==> src/rtl/pipe_ctrl_pkg.sv <==
// Shared types and action encodings for the 5-stage pipeline sequencer.
// Each action is an (enable, clear) pair for PC, IF/ID, ID/EX, EX/MEM and MEM/WB.
package pipe_ctrl_pkg;

  typedef enum logic [1:0] {
    RUN      = 2'd0,
    MEM_WAIT = 2'd1,
    MEM_DONE = 2'd2,
    HALT     = 2'd3
  } pc_state_t;

  localparam int STG_PC  = 0;
  localparam int STG_IF  = 1;
  localparam int STG_ID  = 2;
  localparam int STG_EX  = 3;
  localparam int STG_WB  = 4;

  typedef struct packed {
    logic [4:0] en;
    logic [4:0] clr;
  } stage_act_t;

  localparam stage_act_t ACT_ADV    = '{en: 5'b11111, clr: 5'b00000};
  localparam stage_act_t ACT_FLUSH  = '{en: 5'b11111, clr: 5'b01110};
  localparam stage_act_t ACT_LDUSE  = '{en: 5'b11100, clr: 5'b00100};
  localparam stage_act_t ACT_FREEZE = '{en: 5'b10000, clr: 5'b10000};
  localparam stage_act_t ACT_HOLD   = '{en: 5'b00000, clr: 5'b00000};

  // Held on the stage controls while rst_n is low: nothing advances, all
  // pipeline registers are bubbled.
  localparam stage_act_t ACT_RESET  = '{en: 5'b00000, clr: 5'b11110};

endpackage

==> src/rtl/pipeline_ctrl_if.sv <==
// Hazard-request / stage-control bundle between hazardUnit, the sequencer
// and the pipeline registers.
interface pipeline_ctrl_if;
  logic       stall_req;
  logic       branch_taken;
  logic       mem_req;
  logic [4:0] stage_en;
  logic [4:0] stage_clr;

  modport master (
    output stall_req, branch_taken, mem_req,
    input  stage_en, stage_clr
  );

  modport slave (
    input  stall_req, branch_taken, mem_req,
    output stage_en, stage_clr
  );
endinterface

==> src/rtl/sat_counter.sv <==
// Saturating up-counter with synchronous clear that takes priority over
// increment.
module sat_counter #(
  parameter int CNT_W = 16
) (
  input  logic             clk,
  input  logic             rst_n,
  input  logic             inc,
  input  logic             clr,
  output logic [CNT_W-1:0] cnt
);

  logic [CNT_W-1:0] cnt_q;
  logic [CNT_W-1:0] cnt_d;

  // NOTE: every variable assigned in always_comb gets a default first, so no
  // path leaves it unassigned and no latch is inferred.
  always_comb begin
    cnt_d = cnt_q;
    if (clr) begin
      cnt_d = '0;
    end else if (inc && (cnt_q != '1)) begin
      cnt_d = cnt_q + CNT_W'(1);
    end
  end

  // NOTE: sequential state uses non-blocking assignments so all flops update
  // together from pre-edge values.
  always_ff @(posedge clk or negedge rst_n) begin
    if (!rst_n) begin
      cnt_q <= '0;
    end else begin
      cnt_q <= cnt_d;
    end
  end

  assign cnt = cnt_q;

endmodule

==> src/rtl/pipeline_ctrl.sv <==
// Pipeline sequencer: merges hazard requests, data-memory wait states and
// debug halt/step into PC / pipeline-register enables and clears.
module pipeline_ctrl
  import pipe_ctrl_pkg::*;
#(
  parameter int MEM_LAT = 2,
  parameter int CNT_W   = 16
) (
  input  logic              clk,
  input  logic              rst_n,
  pipeline_ctrl_if.slave    pipe,
  input  logic              halt,
  input  logic              step,
  input  logic              cnt_clr,
  output logic [1:0]        state_o,
  output logic [CNT_W-1:0]  stall_cnt,
  output logic [CNT_W-1:0]  flush_cnt
);

  // Counter for the MEM_WAIT cycles between the first and last freeze cycle.
  localparam int WAIT_W    = (MEM_LAT > 2) ? $clog2(MEM_LAT) : 1;
  localparam int WAIT_INIT = (MEM_LAT > 2) ? (MEM_LAT - 3) : 0;

  pc_state_t   state_q, state_d;
  logic [WAIT_W-1:0] wait_cnt_q, wait_cnt_d;
  stage_act_t  act;
  logic        is_flush;
  logic        stall_inc;

  always_comb begin
    state_d    = state_q;
    wait_cnt_d = wait_cnt_q;
    act        = ACT_HOLD;
    is_flush   = 1'b0;

    if (state_q == MEM_WAIT) begin
      act = ACT_FREEZE;
      if (wait_cnt_q != '0) begin
        wait_cnt_d = wait_cnt_q - WAIT_W'(1);
      end else begin
        state_d = MEM_DONE;
      end
    end else begin
      // RUN, MEM_DONE and HALT all settle in HALT or RUN depending on halt;
      // a freeze overrides that by entering the memory wait sequence.
      state_d = halt ? HALT : RUN;
      if ((state_q == HALT) && !step) begin
        act = ACT_HOLD;
      end else if (pipe.branch_taken) begin
        act      = ACT_FLUSH;
        is_flush = 1'b1;
      end else if (pipe.mem_req && (MEM_LAT > 1) && (state_q != MEM_DONE)) begin
        act        = ACT_FREEZE;
        state_d    = (MEM_LAT > 2) ? MEM_WAIT : MEM_DONE;
        wait_cnt_d = WAIT_W'(WAIT_INIT);
      end else if (pipe.stall_req) begin
        act = ACT_LDUSE;
      end else begin
        act = ACT_ADV;
      end
    end
  end

  always_ff @(posedge clk or negedge rst_n) begin
    if (!rst_n) begin
      state_q    <= RUN;
      wait_cnt_q <= '0;
    end else begin
      state_q    <= state_d;
      wait_cnt_q <= wait_cnt_d;
    end
  end

  // Reset overrides the stage controls combinationally so an in-flight
  // memory wait is abandoned the moment rst_n falls.
  assign pipe.stage_en  = rst_n ? act.en  : ACT_RESET.en;
  assign pipe.stage_clr = rst_n ? act.clr : ACT_RESET.clr;
  assign state_o        = state_q;

  assign stall_inc = !act.en[STG_PC] && (state_q != HALT);

  sat_counter #(.CNT_W(CNT_W)) u_stall_cnt (
    .clk   (clk),
    .rst_n (rst_n),
    .inc   (stall_inc),
    .clr   (cnt_clr),
    .cnt   (stall_cnt)
  );

  sat_counter #(.CNT_W(CNT_W)) u_flush_cnt (
    .clk   (clk),
    .rst_n (rst_n),
    .inc   (is_flush),
    .clr   (cnt_clr),
    .cnt   (flush_cnt)
  );

endmodule

==> src/flat_wrapper.sv <==
// flat-port wrapper written by rule: the top's interface ports become plain ports
module pipeline_ctrl_flat import pipe_ctrl_pkg::*;
#(
  parameter int MEM_LAT = 2,
  parameter int CNT_W   = 16
)
  (clk, rst_n, halt, step, cnt_clr, state_o, stall_cnt, flush_cnt, pipe_stall_req, pipe_branch_taken, pipe_mem_req, pipe_stage_en, pipe_stage_clr);
  pipeline_ctrl_if pipe_i ();
  input  logic clk;
  input  logic rst_n;
  input  logic halt;
  input  logic step;
  input  logic cnt_clr;
  output logic [1:0] state_o;
  output logic [CNT_W-1:0] stall_cnt;
  output logic [CNT_W-1:0] flush_cnt;
  input wire logic [$bits(pipe_i.stall_req)-1:0] pipe_stall_req;
  input wire logic [$bits(pipe_i.branch_taken)-1:0] pipe_branch_taken;
  input wire logic [$bits(pipe_i.mem_req)-1:0] pipe_mem_req;
  output wire logic [$bits(pipe_i.stage_en)-1:0] pipe_stage_en;
  output wire logic [$bits(pipe_i.stage_clr)-1:0] pipe_stage_clr;
  assign pipe_i.stall_req = pipe_stall_req;
  assign pipe_i.branch_taken = pipe_branch_taken;
  assign pipe_i.mem_req = pipe_mem_req;
  assign pipe_stage_en = pipe_i.stage_en;
  assign pipe_stage_clr = pipe_i.stage_clr;
  pipeline_ctrl #(.MEM_LAT(MEM_LAT), .CNT_W(CNT_W)) u_core (.clk(clk), .rst_n(rst_n), .pipe(pipe_i), .halt(halt), .step(step), .cnt_clr(cnt_clr), .state_o(state_o), .stall_cnt(stall_cnt), .flush_cnt(flush_cnt));
endmodule
==> config.mk <==
export PLATFORM = sky130hd
export DESIGN_NAME = pipeline_ctrl_flat
export DESIGN_NICKNAME = d
export VERILOG_FILES = /design/src/rtl/pipe_ctrl_pkg.sv /design/src/rtl/pipeline_ctrl_if.sv /design/src/rtl/sat_counter.sv /design/src/rtl/pipeline_ctrl.sv /design/src/flat_wrapper.sv
export SDC_FILE = /design/constraint.sdc
export NUM_CORES = 1
export LEC_CHECK = 0
export ABC_AREA = 0
export BUFFER_PORTS_ARGS = -buffer_cell sky130_fd_sc_hd__buf_2
export CAP_MARGIN = 20
export CORE_MARGIN = 2
export CORE_UTILIZATION = 52
export CTS_CLUSTER_DIAMETER = 50
export DETAILED_ROUTE_END_ITERATION = 12
export HOLD_SLACK_MARGIN = 0.08
export PLACE_DENSITY = 0.79
export SETUP_SLACK_MARGIN = 0.02
export SYNTH_ARGS = -nofsm -noshare
export SYNTH_HDL_FRONTEND = slang
export SYNTH_SLANG_ARGS = --single-unit
export TNS_END_PERCENT = 30
==> constraint.sdc <==
create_clock -name clk -period 2.2 [get_ports clk]
set_input_delay 0.22 -clock clk [delete_from_list [all_inputs] [get_ports clk]]
set_output_delay 0.22 -clock clk [all_outputs]
set_load 0.02 [all_outputs]
After elaboration in Yosys (flattened, before gate mapping)
Index checks and enable logic that the tools add are counted.
{"block": "classes", "n_addsub": 3, "n_eq_ne": 9, "n_mux": 25, "reduce_logical": 11}
{"operator": "$mux 16", "n": 4}
{"operator": "$mux 10", "n": 4}
{"operator": "$add 16x1->16 const B", "n": 2}
{"operator": "$ne 16x16->1 const B", "n": 2}
{"operator": "$mux 2", "n": 6}
{"operator": "$mux 5", "n": 2}
{"operator": "$mux 1", "n": 8}
{"operator": "$mux 7", "n": 1}
{"operator": "$ne 2x2->1 const B", "n": 3}
{"operator": "$reduce_bool 2->1", "n": 3}
{"operator": "$logic_and 1x1->1", "n": 5}
{"operator": "$ne 2x1->1 const B", "n": 2}
{"operator": "$reduce_and 3->1", "n": 1}
{"operator": "$eq 2x1->1 const B", "n": 1}
{"operator": "$eq 2x2->1 const B", "n": 1}
{"operator": "$logic_not 1->1", "n": 2}
{"operator": "$sub 1x1->1 const B", "n": 1}
{"block": "word_totals", "ff_bits": 35, "in_bits": 8, "out_inout_bits": 44, "elab_cells": 52}

Logic depth before layout (Yosys ltp)
Gate-level depths: netlist of run 1.
{"block": "depth", "word_depth": 11, "ltp_mapped": 7}

Modules after synthesis
Synthesis of run 1 repeated with hierarchy kept, for this count alone.
{"block": "unflattened", "hier_cells": 227, "hier_area_um2": 2122.0}
{"mod": "sat_counter", "instances": 2, "cells_each": 98, "area_per_inst_um2": 942.2, "seq_area_each_um2": 400.4}
{"mod": "pipeline_ctrl", "instances": 1, "cells_each": 31, "area_per_inst_um2": 237.7, "seq_area_each_um2": 50.0}

Least setup slack after synthesis of run 1
OpenSTA, ideal clock, no wires.
{"block": "synth_timing", "kind": "reg-to-output", "start": "reg u_core.state_q[0] (netlist: u_core.state_o[0])", "end": "out pipe_stage_en[1]", "t_arrival_ns": 1.938, "required_time_ns": 1.980, "slack_ns": 0.042, "stages_incl_launch_ff": 7, "cell_sequence": "dfrtp_1 -> inv_1 -> a21oi_4 -> nor2_1 -> and2_1 -> a21boi_0 -> buf_4"}
{"block": "synth_between", "elab_chain_cells": 7}
{"element": "start: declaration", "line": "pipeline_ctrl.sv:24", "text": "pc_state_t state_q, state_d;"}
{"element": "start signal: assignment", "line": "pipeline_ctrl.sv:69", "text": "state_q <= state_d;"}
{"element": "$ne 2x2->1", "line": "pipeline_ctrl.sv:52", "text": "end else if (pipe.mem_req && (MEM_LAT > 1) && (state_q != MEM_DONE)) begin"}
{"element": "$logic_and 1x1->1", "line": "pipeline_ctrl.sv:52"}
{"element": "$mux 10", "line": "pipeline_ctrl.sv:52"}
{"element": "$mux 10", "line": "pipeline_ctrl.sv:49", "text": "end else if (pipe.branch_taken) begin"}
{"element": "$mux 10", "line": "pipeline_ctrl.sv:47", "text": "if ((state_q == HALT) && !step) begin"}
{"element": "$mux 10 (*)", "line": "pipeline_ctrl.sv:36", "text": "if (state_q == MEM_WAIT) begin"}
{"element": "$mux 5 (*)", "line": "pipeline_ctrl.sv:76", "text": "assign pipe.stage_en = rst_n ? act.en : ACT_RESET.en;"}
{"element": "end: declaration", "line": "flat_wrapper.sv:20", "text": "output wire logic [$bits(pipe_i.stage_en)-1:0] pipe_stage_en;"}
Every way passes the cells marked *; elsewhere a longest branch is shown, timed or not.

Worst setup path after layout of run 1
{"block": "layout_timing", "start": "reg u_core.state_q[0] (netlist: u_core.state_o[0])", "end": "out pipe_stage_en[0]"}
The elaborated chain is that of the path after synthesis.

==> run_results.csv, run 1 <==
group,metric,value,unit
run_status,status,"finished, final reports clean",
route,detail-route-antenna-nets,0,
worst_setup_path,r2r_setup_slack,0.38,ns
clock_tree,cts_root_buffer,"clkbuf_8",
yosys,synth.distinct_cells,47,
floorplan,boundaryPins,52,
route,wl_per_cell,14.0,um
yosys,synthesis.area,0.00196,mm^2
clock_tree,cts_sinks,34,
yosys,yosys.area.top_type,"dfrtp_1",
worst_setup_path,start_kind,"flop",
floorplan,fp.dieH,65.4,um
clock_tree,ctsHoldBuffers,1,
timing,min_period,1.89,ns
layout,drive_above_1_share,0.263,
clock_tree,clk_pin_slew,0.07,ns
power_and_ir_drop,p_leak,1.08,nW
clock_tree,clk_path_buf_depth,2,
global_route,grt_antenna_before_repair,0,
yosys,synth-edff-count,0,
layout,mostFrequentLayoutCell,"buf_2",
timing,setup_viol,0,
worst_setup_path,cp_slowest_cell,"dfrtp_1",
power_and_ir_drop,powerDensity,591,mW/mm^2
route,drc,0,
layout,fin_nets,279,
worst_setup_path,crit_chain,"inv_1 -> a21oi_4 -> nor2_1 -> and2_1 -> a21boi_0 -> buf_2",
yosys,synth_cells,218,
yosys,postSynthAreaPerCell,8.99,um^2
clock_tree,clk_latency,0.29,ns
layout,final_area,0.00235,mm^2
timing,setup_tns,0,ns
worst_setup_path,cp.required,1.98,ns
global_route,grt_max_degree,36,
global_route,grt_overflow,0,
floorplan,rows,22,
global_route,grt_pass1_vias,1625,
yosys,synthTopCellsByArea,"dfrtp_1 43%, xnor2_1 4.9%, nor2_1 4.8%",
timing,slew_viol_final,0,
floorplan,coreArea,0.00363,mm^2
yosys,ys_async_sr_fraction,1.00,
yosys,ys.flop_type,"dfrtp_1",
clock_tree,cts-buffers-inserted,5,
timing,timing.fmax,529,MHz
worst_setup_path,crit_type,"flop to primary output",
route,viasPerCell,5.59,
yosys,synth_top_cell_area_share,0.434,
flow_run,drv_cap,0,
layout,final_core_utilization,0.646,
worst_setup_path,slowest_delay,0.41,ns
place,post-dp-hpwl,3.24,mm
layout,antennaDiodeCount,0,
clock_tree,cts_tree,"built",
clock_tree,cts_max_level,2,
timing,final.period_utilization,0.859,
place,placed_cells_incl_taps,309,
place,place_congestion,0.884,
global_route,track_usage,0.231,
worst_setup_path,arrival,1.67,ns
timing,layout_setup_ws,0.311,ns
timing,hold_ws,0.141,ns
yosys,ys_seq_area_frac,0.434,
power_and_ir_drop,p_total,1.39,mW
timing,slew_headroom,0.590,
layout,area_growth,19.8,%
route,vias,1778,
yosys,yosys_warnings,0,
route,routed_wl,4.46,mm
worst_setup_path,end_kind,"primary output",
floorplan,die_x,65.4,um
timing,clock-skew-final,0.00468,ns
yosys,synth.ff_latch_count,34,
layout,layout.cells.non_filler,318,
min_path,hold_path_class,"input port to flop",
route,drt_iter0_markers,110,
global_route,grt_pass1_wl,7.58,mm
place,portBuffers,50,
place,dpl-instance-area,0.00223,mm^2
timing,final_hold_viol_count,0,
power_and_ir_drop,ir_drop,421,uV
floorplan,die-area,0.00428,mm^2
floorplan,initial_core_util,0.540,
timing,rsz0062_at_grt,"no",
worst_setup_path,crit_fanout,7,
clock_tree,postCtsSetupRepairBufs,0,
route,drt_pass1_iterations,4,
timing,tightest_slew,0.615,ns
place,pre_cts_slack,0.395,ns
clock_tree,cts_resized,0,
yosys,syn_nets,228,
layout,final_cell_mix,"50 x buf_2, 34 x dfrtp_1, 25 x nor2_1",
-- worst max-delay path, delay by kind of cell, from the launching register on --
family / cells / cell delay, ns
DFF: 1 / 0.41
AOI/OAI and AO/OA: 2 / 0.35
buffers and inverters: 2 / 0.34
and+or+nand+nor: 2 / 0.27
-- sequential cells by signal, summed over array words and instances (netlist names) --
signal / flops
u_core.u_flush_cnt.cnt: 16
u_core.u_stall_cnt.cnt: 16
u_core.state_o: 2
-- final cells by class --
type / instances / area [um^2]
clock inverters: 1 / 30.0
clock buffers: 7 / 76.3
repair buffers: 54 / 283
inverters: 5 / 18.8
fillers: 319 / 1280
well taps: 48 / 60.1
multi-input cells: 169 / 1030
flip-flops and latches: 34 / 851
-- power by group --
part           total, mW  leakage (nW)  internal [mW]  switching [mW]
sequential         0.656         0.468          0.637          0.0188
clock              0.562        0.0524          0.339           0.223
combinational      0.169         0.557         0.0560           0.113
total               1.39          1.08           1.03           0.355
-- path summary, 6_finish.rpt --
path,startpoint,endpoint,cells past startpoint
max in group asynchronous,rst_n,u_core.u_stall_cnt.cnt[13],4
worst min-delay path,halt,u_core.state_o[1],2
min in group asynchronous,rst_n,u_core.u_stall_cnt.cnt[6],3
worst max register to register,u_core.u_flush_cnt.cnt[0],u_core.u_flush_cnt.cnt[11],7
worst min register to register,u_core.u_flush_cnt.cnt[4],u_core.u_flush_cnt.cnt[4],2
worst max-delay path,u_core.state_o[0],pipe_stage_en[0],6
-- cell usage after synthesis, types with 2 or more instances --
library cell / count
and3_1: 4
nand3_1: 12
or3_1: 10
nand4_1: 7
a211oi_1: 3
nor2b_1: 3
buf_4: 4
clkbuf_1: 4
and2_1: 5
mux2_2: 3
dfrtp_1: 34
a21oi_1: 17
nand2_1: 18
nor2_1: 25
mux2i_1: 2
xnor2_1: 11
and4_1: 3
nor3_1: 4
inv_1: 5
nor4_1: 4
ha_1: 2
o21ai_0: 13
-- cell families after synthesis --
| logic type | Yosys count | share of synthesized area |
|---|---|---|
| AO/OA/AOI/OAI | 44 | 0.140 |
| XOR/XNOR | 12 | 0.0536 |
| adder cells (fa/ha/maj) | 2 | 0.0128 |
| buffers and inverters | 15 | 0.0408 |
| flip-flops | 34 | 0.434 |
| multiplexers | 5 | 0.0274 |
| other | 1 | 0.00191 |
| AND/OR/NAND/NOR | 105 | 0.289 |
-- routing by layer --
layer,part of all wire,vias to the layer above,track usage
li1,-,881,-
met1,0.44,841,0.295
met2,0.50,48,0.383
met3,0.042,8,0.0462
met4,0.017,0,0.0938
met5,0,-,0
Note: power is estimated with default switching activity, not from simulation.
==> inputs of run 2 (changes only) <==
- CELL_PAD_IN_SITES_DETAIL_PLACEMENT: unset -> 0
- CELL_PAD_IN_SITES_GLOBAL_PLACEMENT: unset -> 1
- CORE_UTILIZATION: 52 -> 39
- PLACE_DENSITY: 0.79 -> unset
- PLACE_DENSITY_LB_ADDON: unset -> 0.1
==> run 2 against run 1 <==
Final cell count grew 6.6%. Global-route usage shrank 5.1 points. Critical path depth is the same. Die area grew 31%. Critical path type is now flop to flop.
==> run_results.csv, run 2 (synthesis results as in run 1) <==
group,metric,value,unit
power_and_ir_drop,powerDensity,580,mW/mm^2
global_route,grt_overflow,0,
clock_tree,cts-buffers-inserted,5,
power_and_ir_drop,internal-power,1.03,mW
global_route,grt_pass1_vias,1631,
layout,fin_nets,281,
floorplan,rows,25,
power_and_ir_drop,pwr-share-seq,0.472,
power_and_ir_drop,p_clk_frac,0.406,
floorplan,fp.dieH,74.9,um
power_and_ir_drop,p_total,1.39,mW
layout,final_cell_mix,"50 x buf_2, 34 x dfrtp_1, 25 x nor2_1",
timing,rsz0062_at_grt,"no",
clock_tree,cts_sinks,34,
worst_setup_path,cp.required,2.37,ns
floorplan,die_x,74.9,um
place,pre_cts_slack,0.353,ns
place,post-dp-hpwl,3.34,mm
route,dr_wl_met3,195,um
worst_setup_path,start_kind,"flop",
worst_setup_path,crit_type,"flop to flop",
clock_tree,cts_tree,"built",
power_and_ir_drop,p_switching,359,uW
global_route,grt_pass1_wl,7.72,mm
global_route,track_usage,0.180,
route,drt_pass1_iterations,4,
flow_run,drv_cap,0,
route,top_layer_used,"met4",
clock_tree,clk_path_buf_depth,2,
route,detail-route-antenna-nets,0,
run_status,status,"finished, final reports clean",
route,wl_per_cell,13.5,um
route,vias,1782,
floorplan,initial_core_util,0.410,
floorplan,die-area,0.00561,mm^2
power_and_ir_drop,p_sw_frac,0.259,
layout,drive_above_1_share,0.276,
route,met2_wirelength,2.16,mm
timing,slew_viol_final,0,
worst_setup_path,crit_fanout,6,
min_path,hold_path_class,"input port to flop",
route,viasPerCell,5.26,
clock_tree,clk_pin_slew,0.07,ns
timing,final_hold_viol_count,0,
timing,timing.fmax,534,MHz
clock_tree,cts_max_level,2,
timing,setup_viol,0,
timing,clock-skew-final,0.0102,ns
layout,area_growth,21.9,%
clock_tree,cts_root_buffer,"clkbuf_8",
timing,min_period,1.87,ns
place,place_congestion,0.771,
route,drt_iter0_markers,66,
clock_tree,clk_latency,0.28,ns
power_and_ir_drop,p_leak,1.09,nW
timing,layout_setup_ws,0.326,ns
power_and_ir_drop,combPwrFrac,0.122,
layout,layout.cells.non_filler,339,
worst_setup_path,arrival,2.05,ns
place,placed_cells_incl_taps,330,
global_route,grt_antenna_before_repair,0,
route,routed_wl,4.58,mm
timing,final.period_utilization,0.852,
route,drt-met1-wl,2.17,mm
layout,mostFrequentLayoutCell,"buf_2",
timing,setup_tns,0,ns
timing,tightest_slew,0.508,ns
worst_setup_path,end_kind,"flop",
global_route,grt_max_degree,27,
power_and_ir_drop,ir_drop,307,uV
layout,antennaDiodeCount,0,
place,portBuffers,50,
floorplan,boundaryPins,52,
floorplan,coreArea,0.00479,mm^2
route,drc,0,
timing,slew_headroom,0.661,
## run 2: cell types whose count changed in the layout (fill, tap and decap cells not counted)
cell	before	now
clkinv_2	0	2
clkbuf_1	2	0
buf_4	3	5
## run 2: area by class of cell
class	instances	area [um^2]
clock inverter	3	40.0
clock buffer	5	68.8
multi-input combinational	169	1030
sequential	34	851
inverter	5	18.8
timing repair buffer	56	298
fill	494	2400
tap	67	83.8
## run 2: path summary, 6_finish.rpt
path | cells past startpoint | from | slack (ns) | to
max | 6 | u_core.u_flush_cnt.cnt[0] | 0.33 | u_core.u_flush_cnt.cnt[6]
min | 2 | halt | 0.14 | u_core.state_o[1]
max reg2reg | 6 | u_core.u_flush_cnt.cnt[0] | 0.33 | u_core.u_flush_cnt.cnt[6]
min reg2reg | 2 | u_core.u_flush_cnt.cnt[4] | 0.57 | u_core.u_flush_cnt.cnt[4]
max in group asynchronous | 4 | rst_n | 1.19 | u_core.u_flush_cnt.cnt[5]
min in group asynchronous | 3 | rst_n | 0.45 | u_core.u_flush_cnt.cnt[0]
## run 2: per-layer routing
| metal | global-route usage | vias to the layer above |
|---|---|---|
| met5 | 0 | - |
| met4 | 0.0476 | 0 |
| met3 | 0.0402 | 6 |
| met2 | 0.282 | 41 |
| met1 | 0.252 | 859 |
| li1 | - | 876 |
## run 2: power by group through the flow
| stage | Combinational, mW | Sequential [mW] | Clock [mW] |
|---|---|---|---|
| 2_1_floorplan | 0.101 | 0.679 | 0 |
| 3_5_place_dp | 0.170 | 0.667 | 0 |
| 3_3_place_gp | 0.172 | 0.666 | 0 |
| 4_1_cts | 0.172 | 0.655 | 0.578 |
| 6_report | 0.169 | 0.654 | 0.563 |
| 5_1_grt | 0.189 | 0.658 | 0.602 |
## run 2: what timing repair did
| item | 4_1_cts | 5_1_grt |
|---|---|---|
| hold buffers | 1 | 0 |
| setup buffers | 0 | 0 |
| gates resized for setup | 0 | 0 |
| hold endpoints to repair | 11 | 0 |
## run 2: through the flow
stage | hold WS (ns) | area, um^2 | utilization
floorplan | -0.0756 | 1960 | -
global placement | 0.219 | 2270 | 0.475
detailed placement | 0.218 | 2270 | 0.475
CTS | 0.140 | 2390 | 0.499
global route | 0.148 | 2390 | 0.499
finish | 0.145 | 2390 | 0.499
## run 2: worst max-delay path, stage by stage (launching register included)
cell and delay, ns:
dfrtp_1 0.44, ha_1 0.25, nand4_1 0.17, nor3_1 0.30, a21oi_1 0.16, nand3_1 0.11, mux2_2 0.33
